--- src/rtl/fsk_rx_controller.sv ---
// fsk_rx_controller
// Frame receiver that sits behind an FSK demodulator. It hunts for a sync
// word in the decided bit stream, reads a length byte, then assembles the
// payload bytes MSB-first and hands them downstream with a valid/ready
// handshake. An optional trailing CRC-8 byte is checked before the frame is
// reported complete.
//
// Optional feature macro: FSK_RX_CRC_EN
//   defined   : CHECK state collects a CRC-8 byte (poly 0x07, init 0x00,
//               computed over the length byte and all payload bytes).
//   undefined : no CHECK state; frame_done pulses with the last payload byte.
//
// Parameters
//   SYNC_WORD   : sync pattern, matched MSB-first
//   MAX_LEN     : largest legal payload length in bytes (1..127)
//   TIMEOUT_CYC : clk cycles allowed between bit strobes inside a frame
//
// Ports
//   clk          in   rising-edge clock
//   rst_n        in   asynchronous active-low reset
//   enable       in   receiver enable; low forces IDLE
//   bit_valid    in   one-cycle strobe marking a decided bit
//   bit_in       in   demodulated bit, qualified by bit_valid
//   demod_clear  out  one-cycle pulse resetting the demodulator accumulators
//   byte_data    out  received payload byte
//   byte_valid   out  byte_data valid, held until accepted
//   byte_ready   in   downstream accept
//   frame_start  out  one-cycle pulse on sync match
//   frame_done   out  one-cycle pulse when a frame completes cleanly
//   frame_err    out  one-cycle pulse on any frame abort
//   busy         out  high while inside a frame (LEN, PAYLOAD, CHECK)
module fsk_rx_controller #(
    parameter logic [7:0] SYNC_WORD   = 8'hD3,
    parameter int         MAX_LEN     = 64,
    parameter int         TIMEOUT_CYC = 10000
) (
    input  logic       clk,
    input  logic       rst_n,
    input  logic       enable,
    input  logic       bit_valid,
    input  logic       bit_in,
    output logic       demod_clear,
    output logic [7:0] byte_data,
    output logic       byte_valid,
    input  logic       byte_ready,
    output logic       frame_start,
    output logic       frame_done,
    output logic       frame_err,
    output logic       busy
);

    localparam logic [2:0] ST_IDLE    = 3'd0;
    localparam logic [2:0] ST_HUNT    = 3'd1;
    localparam logic [2:0] ST_LEN     = 3'd2;
    localparam logic [2:0] ST_PAYLOAD = 3'd3;
`ifdef FSK_RX_CRC_EN
    localparam logic [2:0] ST_CHECK   = 3'd4;
`endif

    localparam logic [7:0]  MAX_LEN_B   = 8'(MAX_LEN);
    // Timeout fires on the edge where the idle count would reach TIMEOUT_CYC.
    localparam logic [13:0] TIMEOUT_LIM = 14'(TIMEOUT_CYC - 1);
    localparam logic [13:0] IDLE_SAT    = 14'h3FFF;

`ifdef FSK_RX_CRC_EN
    // CRC-8, polynomial x^8+x^2+x+1, MSB-first, one byte per call.
    function automatic logic [7:0] crc8_update(input logic [7:0] crc,
                                               input logic [7:0] data);
        logic [7:0] c;
        c = crc ^ data;
        for (int i = 0; i < 8; i++) begin
            if (c[7]) begin
                c = {c[6:0], 1'b0} ^ 8'h07;
            end else begin
                c = {c[6:0], 1'b0};
            end
        end
        return c;
    endfunction
`endif

    logic [2:0]  state_r,     state_n;
    logic [7:0]  shift_r,     shift_n;
    logic [2:0]  bit_cnt_r,   bit_cnt_n;
    logic [6:0]  byte_cnt_r,  byte_cnt_n;
    logic [6:0]  len_r,       len_n;
    logic [13:0] idle_cnt_r,  idle_cnt_n;
`ifdef FSK_RX_CRC_EN
    logic [7:0]  crc_r,       crc_n;
`endif
    logic [7:0]  byte_data_r, byte_data_n;
    logic        byte_valid_r, byte_valid_n;
    logic        demod_clear_r, demod_clear_n;
    logic        frame_start_r, frame_start_n;
    logic        frame_done_r,  frame_done_n;
    logic        frame_err_r,   frame_err_n;
    logic        busy_r,        busy_n;

    logic [7:0]  shift_in_s;
    logic        byte_done_s;
    logic        timeout_s;
    logic        hold_s;

    assign shift_in_s  = {shift_r[6:0], bit_in};
    assign byte_done_s = bit_valid && (bit_cnt_r == 3'd7);
    // A bit strobe in the same cycle always beats the timeout.
    assign timeout_s   = !bit_valid && (idle_cnt_r >= TIMEOUT_LIM);
    // Byte still pending after this cycle's handshake.
    assign hold_s      = byte_valid_r && !byte_ready;

    // Saturating count of cycles since the last bit strobe.
    always_comb begin
        idle_cnt_n = idle_cnt_r;
        if (bit_valid) begin
            idle_cnt_n = 14'd0;
        end else if (idle_cnt_r != IDLE_SAT) begin
            idle_cnt_n = idle_cnt_r + 14'd1;
        end else begin
            idle_cnt_n = idle_cnt_r;
        end
    end

    // Next-state, datapath and output-pulse decode.
    always_comb begin
        state_n       = state_r;
        shift_n       = shift_r;
        bit_cnt_n     = bit_cnt_r;
        byte_cnt_n    = byte_cnt_r;
        len_n         = len_r;
`ifdef FSK_RX_CRC_EN
        crc_n         = crc_r;
`endif
        byte_data_n   = byte_data_r;
        byte_valid_n  = hold_s;
        demod_clear_n = 1'b0;
        frame_start_n = 1'b0;
        frame_done_n  = 1'b0;
        frame_err_n   = 1'b0;

        if (!enable) begin
            state_n      = ST_IDLE;
            byte_valid_n = 1'b0;
            shift_n      = 8'h00;
            bit_cnt_n    = 3'd0;
        end else begin
            case (state_r)
                ST_IDLE: begin
                    state_n       = ST_HUNT;
                    demod_clear_n = 1'b1;
                    shift_n       = 8'h00;
                    bit_cnt_n     = 3'd0;
                end
                ST_HUNT: begin
                    if (bit_valid && (shift_in_s == SYNC_WORD)) begin
                        state_n       = ST_LEN;
                        frame_start_n = 1'b1;
                        shift_n       = 8'h00;
                        bit_cnt_n     = 3'd0;
                        byte_cnt_n    = 7'd0;
`ifdef FSK_RX_CRC_EN
                        crc_n         = 8'h00;
`endif
                    end else if (bit_valid) begin
                        shift_n = shift_in_s;
                    end else begin
                        shift_n = shift_r;
                    end
                end
                ST_LEN: begin
                    if (bit_valid) begin
                        shift_n   = byte_done_s ? 8'h00 : shift_in_s;
                        bit_cnt_n = bit_cnt_r + 3'd1;
                        if (byte_done_s && ((shift_in_s == 8'h00) || (shift_in_s > MAX_LEN_B))) begin
                            state_n     = ST_HUNT;
                            frame_err_n = 1'b1;
                        end else if (byte_done_s) begin
                            state_n = ST_PAYLOAD;
                            len_n   = shift_in_s[6:0];
`ifdef FSK_RX_CRC_EN
                            crc_n   = crc8_update(crc_r, shift_in_s);
`endif
                        end else begin
                            state_n = ST_LEN;
                        end
                    end else if (timeout_s) begin
                        state_n       = ST_HUNT;
                        frame_err_n   = 1'b1;
                        demod_clear_n = 1'b1;
                        shift_n       = 8'h00;
                        bit_cnt_n     = 3'd0;
                    end else begin
                        state_n = ST_LEN;
                    end
                end
                ST_PAYLOAD: begin
                    if (bit_valid) begin
                        shift_n   = byte_done_s ? 8'h00 : shift_in_s;
                        bit_cnt_n = bit_cnt_r + 3'd1;
                        if (byte_done_s && hold_s) begin
                            // Overrun: previous byte never taken.
                            state_n      = ST_HUNT;
                            frame_err_n  = 1'b1;
                            byte_valid_n = 1'b0;
                        end else if (byte_done_s) begin
                            byte_data_n  = shift_in_s;
                            byte_valid_n = 1'b1;
                            byte_cnt_n   = byte_cnt_r + 7'd1;
`ifdef FSK_RX_CRC_EN
                            crc_n        = crc8_update(crc_r, shift_in_s);
                            if ((byte_cnt_r + 7'd1) == len_r) begin
                                state_n = ST_CHECK;
                            end else begin
                                state_n = ST_PAYLOAD;
                            end
`else
                            if ((byte_cnt_r + 7'd1) == len_r) begin
                                state_n      = ST_HUNT;
                                frame_done_n = 1'b1;
                            end else begin
                                state_n = ST_PAYLOAD;
                            end
`endif
                        end else begin
                            state_n = ST_PAYLOAD;
                        end
                    end else if (timeout_s) begin
                        state_n       = ST_HUNT;
                        frame_err_n   = 1'b1;
                        demod_clear_n = 1'b1;
                        shift_n       = 8'h00;
                        bit_cnt_n     = 3'd0;
                    end else begin
                        state_n = ST_PAYLOAD;
                    end
                end
`ifdef FSK_RX_CRC_EN
                ST_CHECK: begin
                    if (bit_valid) begin
                        shift_n   = byte_done_s ? 8'h00 : shift_in_s;
                        bit_cnt_n = bit_cnt_r + 3'd1;
                        if (byte_done_s && (shift_in_s == crc_r)) begin
                            state_n      = ST_HUNT;
                            frame_done_n = 1'b1;
                        end else if (byte_done_s) begin
                            state_n     = ST_HUNT;
                            frame_err_n = 1'b1;
                        end else begin
                            state_n = ST_CHECK;
                        end
                    end else if (timeout_s) begin
                        state_n       = ST_HUNT;
                        frame_err_n   = 1'b1;
                        demod_clear_n = 1'b1;
                        shift_n       = 8'h00;
                        bit_cnt_n     = 3'd0;
                    end else begin
                        state_n = ST_CHECK;
                    end
                end
`endif
                default: begin
                    state_n   = ST_IDLE;
                    shift_n   = 8'h00;
                    bit_cnt_n = 3'd0;
                end
            endcase
        end

`ifdef FSK_RX_CRC_EN
        busy_n = (state_n == ST_LEN) || (state_n == ST_PAYLOAD) || (state_n == ST_CHECK);
`else
        busy_n = (state_n == ST_LEN) || (state_n == ST_PAYLOAD);
`endif
    end

    // State, datapath and registered outputs.
    always_ff @(posedge clk or negedge rst_n) begin
        if (!rst_n) begin
            state_r       <= ST_IDLE;
            shift_r       <= 8'h00;
            bit_cnt_r     <= 3'd0;
            byte_cnt_r    <= 7'd0;
            len_r         <= 7'd0;
            idle_cnt_r    <= 14'd0;
`ifdef FSK_RX_CRC_EN
            crc_r         <= 8'h00;
`endif
            byte_data_r   <= 8'h00;
            byte_valid_r  <= 1'b0;
            demod_clear_r <= 1'b0;
            frame_start_r <= 1'b0;
            frame_done_r  <= 1'b0;
            frame_err_r   <= 1'b0;
            busy_r        <= 1'b0;
        end else begin
            state_r       <= state_n;
            shift_r       <= shift_n;
            bit_cnt_r     <= bit_cnt_n;
            byte_cnt_r    <= byte_cnt_n;
            len_r         <= len_n;
            idle_cnt_r    <= idle_cnt_n;
`ifdef FSK_RX_CRC_EN
            crc_r         <= crc_n;
`endif
            byte_data_r   <= byte_data_n;
            byte_valid_r  <= byte_valid_n;
            demod_clear_r <= demod_clear_n;
            frame_start_r <= frame_start_n;
            frame_done_r  <= frame_done_n;
            frame_err_r   <= frame_err_n;
            busy_r        <= busy_n;
        end
    end

    assign demod_clear = demod_clear_r;
    assign byte_data   = byte_data_r;
    assign byte_valid  = byte_valid_r;
    assign frame_start = frame_start_r;
    assign frame_done  = frame_done_r;
    assign frame_err   = frame_err_r;
    assign busy        = busy_r;

endmodule
--- config.mk ---
export PLATFORM = sky130hd
export DESIGN_NAME = fsk_rx_controller
export DESIGN_NICKNAME = d
export VERILOG_FILES = /design/src/rtl/fsk_rx_controller.sv
export SDC_FILE = /design/constraint.sdc
export NUM_CORES = 1
export LEC_CHECK = 0
export ABC_AREA = 1
export BUFFER_PORTS_ARGS = -buffer_cell sky130_fd_sc_hd__buf_2
export CAP_MARGIN = 20
export CORE_AREA = 5 5 80 82
export CTS_CLUSTER_DIAMETER = 150
export DETAILED_ROUTE_END_ITERATION = 8
export DIE_AREA = 0 0 85 87
export HOLD_SLACK_MARGIN = 0.1
export PLACE_DENSITY_LB_ADDON = 0.08
export SLEW_MARGIN = 20
export SYNTH_ARGS = -nofsm -noshare
export SYNTH_HDL_FRONTEND = slang
export SYNTH_SLANG_ARGS = --single-unit
export TNS_END_PERCENT = 50
--- constraint.sdc ---
create_clock -name clk -period 1.95 [get_ports clk]
set_input_delay 0.0975 -clock clk [delete_from_list [all_inputs] [get_ports clk]]
set_output_delay 0.0975 -clock clk [all_outputs]
set_load 0.02 [all_outputs]
==> flow_metrics.env <==
export IMPL_status="finished, final reports clean"
export IMPL_root_buffer="clkbuf_8"
export IMPL_power_density_nw_per_um2=567
export IMPL_start_kind="flip-flop"
export IMPL_layout_drive_gt1_share_pct=22.2
export IMPL_finalHoldViolCount=0
export IMPL_leakage_nw=1.63
export IMPL_ys_top_cells_by_area="dfrtp_1 48%, nand2_1 12%, inv_1 6.1%, o21ai_0 5.2%, nand3_1 4.7%"
export IMPL_start_util_pct=51.0
export IMPL_min_path_type="input pin to flip-flop"
export IMPL_maxSlewHeadroom_pct=53.3
export IMPL_cts_buffer_depth=2
export IMPL_yosys_most_used_dff="dfrtp_1"
export IMPL_fin_area_sq_um=3490
export IMPL_setup_viol=0
export IMPL_cts_sinks=55
export IMPL_maxSlewViolCount=0
export IMPL_grt_first_pass_wirelength_microns=11900
export IMPL_cts_htree_levels=2
export IMPL_period_share_pct=99.4
export IMPL_tightest_slew_ns=0.700
export IMPL_die_width_microns=85
export IMPL_gr_usage_met1_pct=23.3
export IMPL_die_y_microns=87
export IMPL_setup_slack_ns=0.0124
export IMPL_insertion_delay_ns=0.32
export IMPL_wl_per_cell_microns=14.0
export IMPL_cts_tree="built"
export IMPL_ios=20
export IMPL_areaGrowthSynthToFinish_pct=20.8
export IMPL_via_count=2593
export IMPL_syn_avg_cell_area_sq_um=7.86
export IMPL_grt_pass1_vias=2629
export IMPL_holdWs_ns=0.136
export IMPL_clk_pin_slew_ns=0.10
export IMPL_dp_hpwl_microns=4720
export IMPL_layout_cells_non_filler=493
export IMPL_grtUsageMet2_pct=36.2
export IMPL_grt_overflow_total=0
export IMPL_synth_seq_cells=55
export IMPL_antenna_cells=0
export IMPL_drtAntennaViolNets=0
export IMPL_ys_seq_area_share_pct=47.6
export IMPL_min_path_cells=3
export IMPL_dp_slack_ns=-0.0739
export IMPL_drcViolationCount=0
export IMPL_synth_warnings=0
export IMPL_ff2ff_path_depth=11
export IMPL_yosys_top_cells_count="92 x nand2_1, 55 x dfrtp_1, 47 x inv_1, 30 x o21ai_0, 28 x nor2_1"
export IMPL_synth_edf_count=0
export IMPL_fin_nets=428
export IMPL_gr_usage_met3_pct=3.12
export IMPL_yosysMostFrequentCell="nand2_1"
export IMPL_fin_util_pct=61.6
export IMPL_endpoint_kind="flip-flop"
export IMPL_crit_type="flip-flop to flip-flop"
export IMPL_wirelength_microns=6880
export IMPL_place_area_sq_um=3180
export IMPL_io_buffers=19
export IMPL_fin_setup_tns_ns=0
export IMPL_syn_area_sq_um=2890
export IMPL_drtIter0Drc=134
export IMPL_grt_setup_unrepaired="yes"
export IMPL_ir_drop_mv=0.275
export IMPL_core_area_sq_um=5680
export IMPL_netlist_area_leader_share_pct=47.6
export IMPL_synth_largest_area_cell="dfrtp_1"
export IMPL_antenna_found_initial=0
export IMPL_period_minus_slack_ns=1.94
export IMPL_postSynthCellCount=368
export IMPL_syn_num_nets=379
export IMPL_placed_cells=472
export IMPL_grt_usage_pct=19.9
export IMPL_fmax_mhz=516
export IMPL_worstPathRequired_ns=2.16
export IMPL_viasPerCell=5.26
export IMPL_cp_arrival_ns=2.14
export IMPL_p_total_mw=1.98
export IMPL_maxCapViolCount=0
export IMPL_final_setup_skew_ns=0.0142
export IMPL_cp_max_fo=6
export IMPL_die_area_sq_um=7400
export IMPL_fp_row_count=28
export IMPL_numCtsBuffers=5
export IMPL_synth_async_reset_ratio_pct=100
export IMPL_grt_max_degree=56
export IMPL_drt_pass1_iterations=4
export IMPL_top_usage_layer="met2"
export IMPL_gp_congestion=0.833
export IMPL_ys_types=31
-- routing by layer --
metal | vias up | routed length (microns) | share of wire, %
met5 | - | 0 | 0
li1 | 1315 | - | -
met3 | 15 | 154 | 2.2
met2 | 34 | 3620 | 53
met4 | 0 | 157 | 2.3
met1 | 1229 | 2950 | 43
-- layout make-up --
type	count	area [sq um]
clock buffer	5	68.8
clock inverter	3	15.0
fill	514	2180
inverter	49	189
multi-input combinational	259	1420
sequential	55	1380
tap	75	93.8
timing repair buffer	47	334
-- path summary, 6_finish.rpt --
| kind | from | end | slack [ns] |
|---|---|---|---|
| min in group asynchronous | rst_n | byte_data[0] | 0.42 |
| setup / recovery | bit_cnt_r[0] | byte_cnt_r[6] | 0.01 |
| setup reg to reg | bit_cnt_r[0] | byte_cnt_r[6] | 0.01 |
| hold / removal | bit_in | byte_data[0] | 0.14 |
| hold reg to reg | byte_data[6] | byte_data[6] | 0.48 |
| max in group asynchronous | rst_n | idle_cnt_r[11] | 1.04 |
-- where the power goes --
part	total (mW)	internal, mW	switching (mW)
registers	1.18	1.16	0.0196
logic	0.178	0.0593	0.119
clock network	0.622	0.247	0.375
-- placed cells by master (no fill, tap or decap), types with 2 or more instances in the layout --
cell type,netlist,routed
nand2_1,92,85
nor2_4,2,2
nand2_8,0,3
buf_4,0,23
a31oi_1,3,3
nand4_1,15,15
ha_1,5,2
nor2_1,28,26
inv_1,47,44
nand3_1,27,27
a21oi_1,19,18
inv_4,0,2
dlygate4sd3_1,0,2
dfrtp_1,55,55
o22ai_1,5,3
nor2_2,4,6
clkinv_2,0,3
buf_2,2,19
o21ai_2,7,7
o21ai_1,1,2
nor3_1,4,4
o22ai_2,0,2
clkbuf_8,0,5
a211oi_1,3,3
ha_4,0,2
inv_2,1,2
nand2_2,2,8
o21ai_0,30,29
nand2_4,1,2
nand3b_1,2,2
-- cells by family after synthesis --
kind of cell / after synthesis / share of synthesized area (%)
flops: 55 / 47.6
buf+inv: 57 / 8.00
fa+ha+maj: 5 / 2.16
other cells: 1 / 0.130
simple gates: 178 / 27.4
compound gates: 72 / 14.7
-- critical path, stage by stage (launching register included) --
cell	delay, ns
dfrtp_1	0.40
ha_2	0.20
ha_4	0.17
nand2_4	0.08
inv_4	0.04
ha_4	0.15
a21oi_2	0.13
o211ai_2	0.13
nor2_4	0.18
buf_12	0.16
buf_8	0.12
o22ai_1	0.08
-- registers in the layout (all words and copies together), names as in the netlist --
signal / count
byte_data: 8
byte_valid: 1
state_r: 3
frame_done: 1
byte_cnt_r: 7
frame_start: 1
demod_clear: 1
len_r: 7
shift_r: 7
bit_cnt_r: 3
frame_err: 1
busy: 1
idle_cnt_r: 14
-- timing repair --
item,CTS,global route
gates resized for setup,5,21
pin swaps,2,4
endpoints found under the hold margin,57,0
setup endpoints to repair,10,32
hold buffers,2,0
cloned,2,1
buffers inserted,2,6
Note: power is estimated with default switching activity, not from simulation.
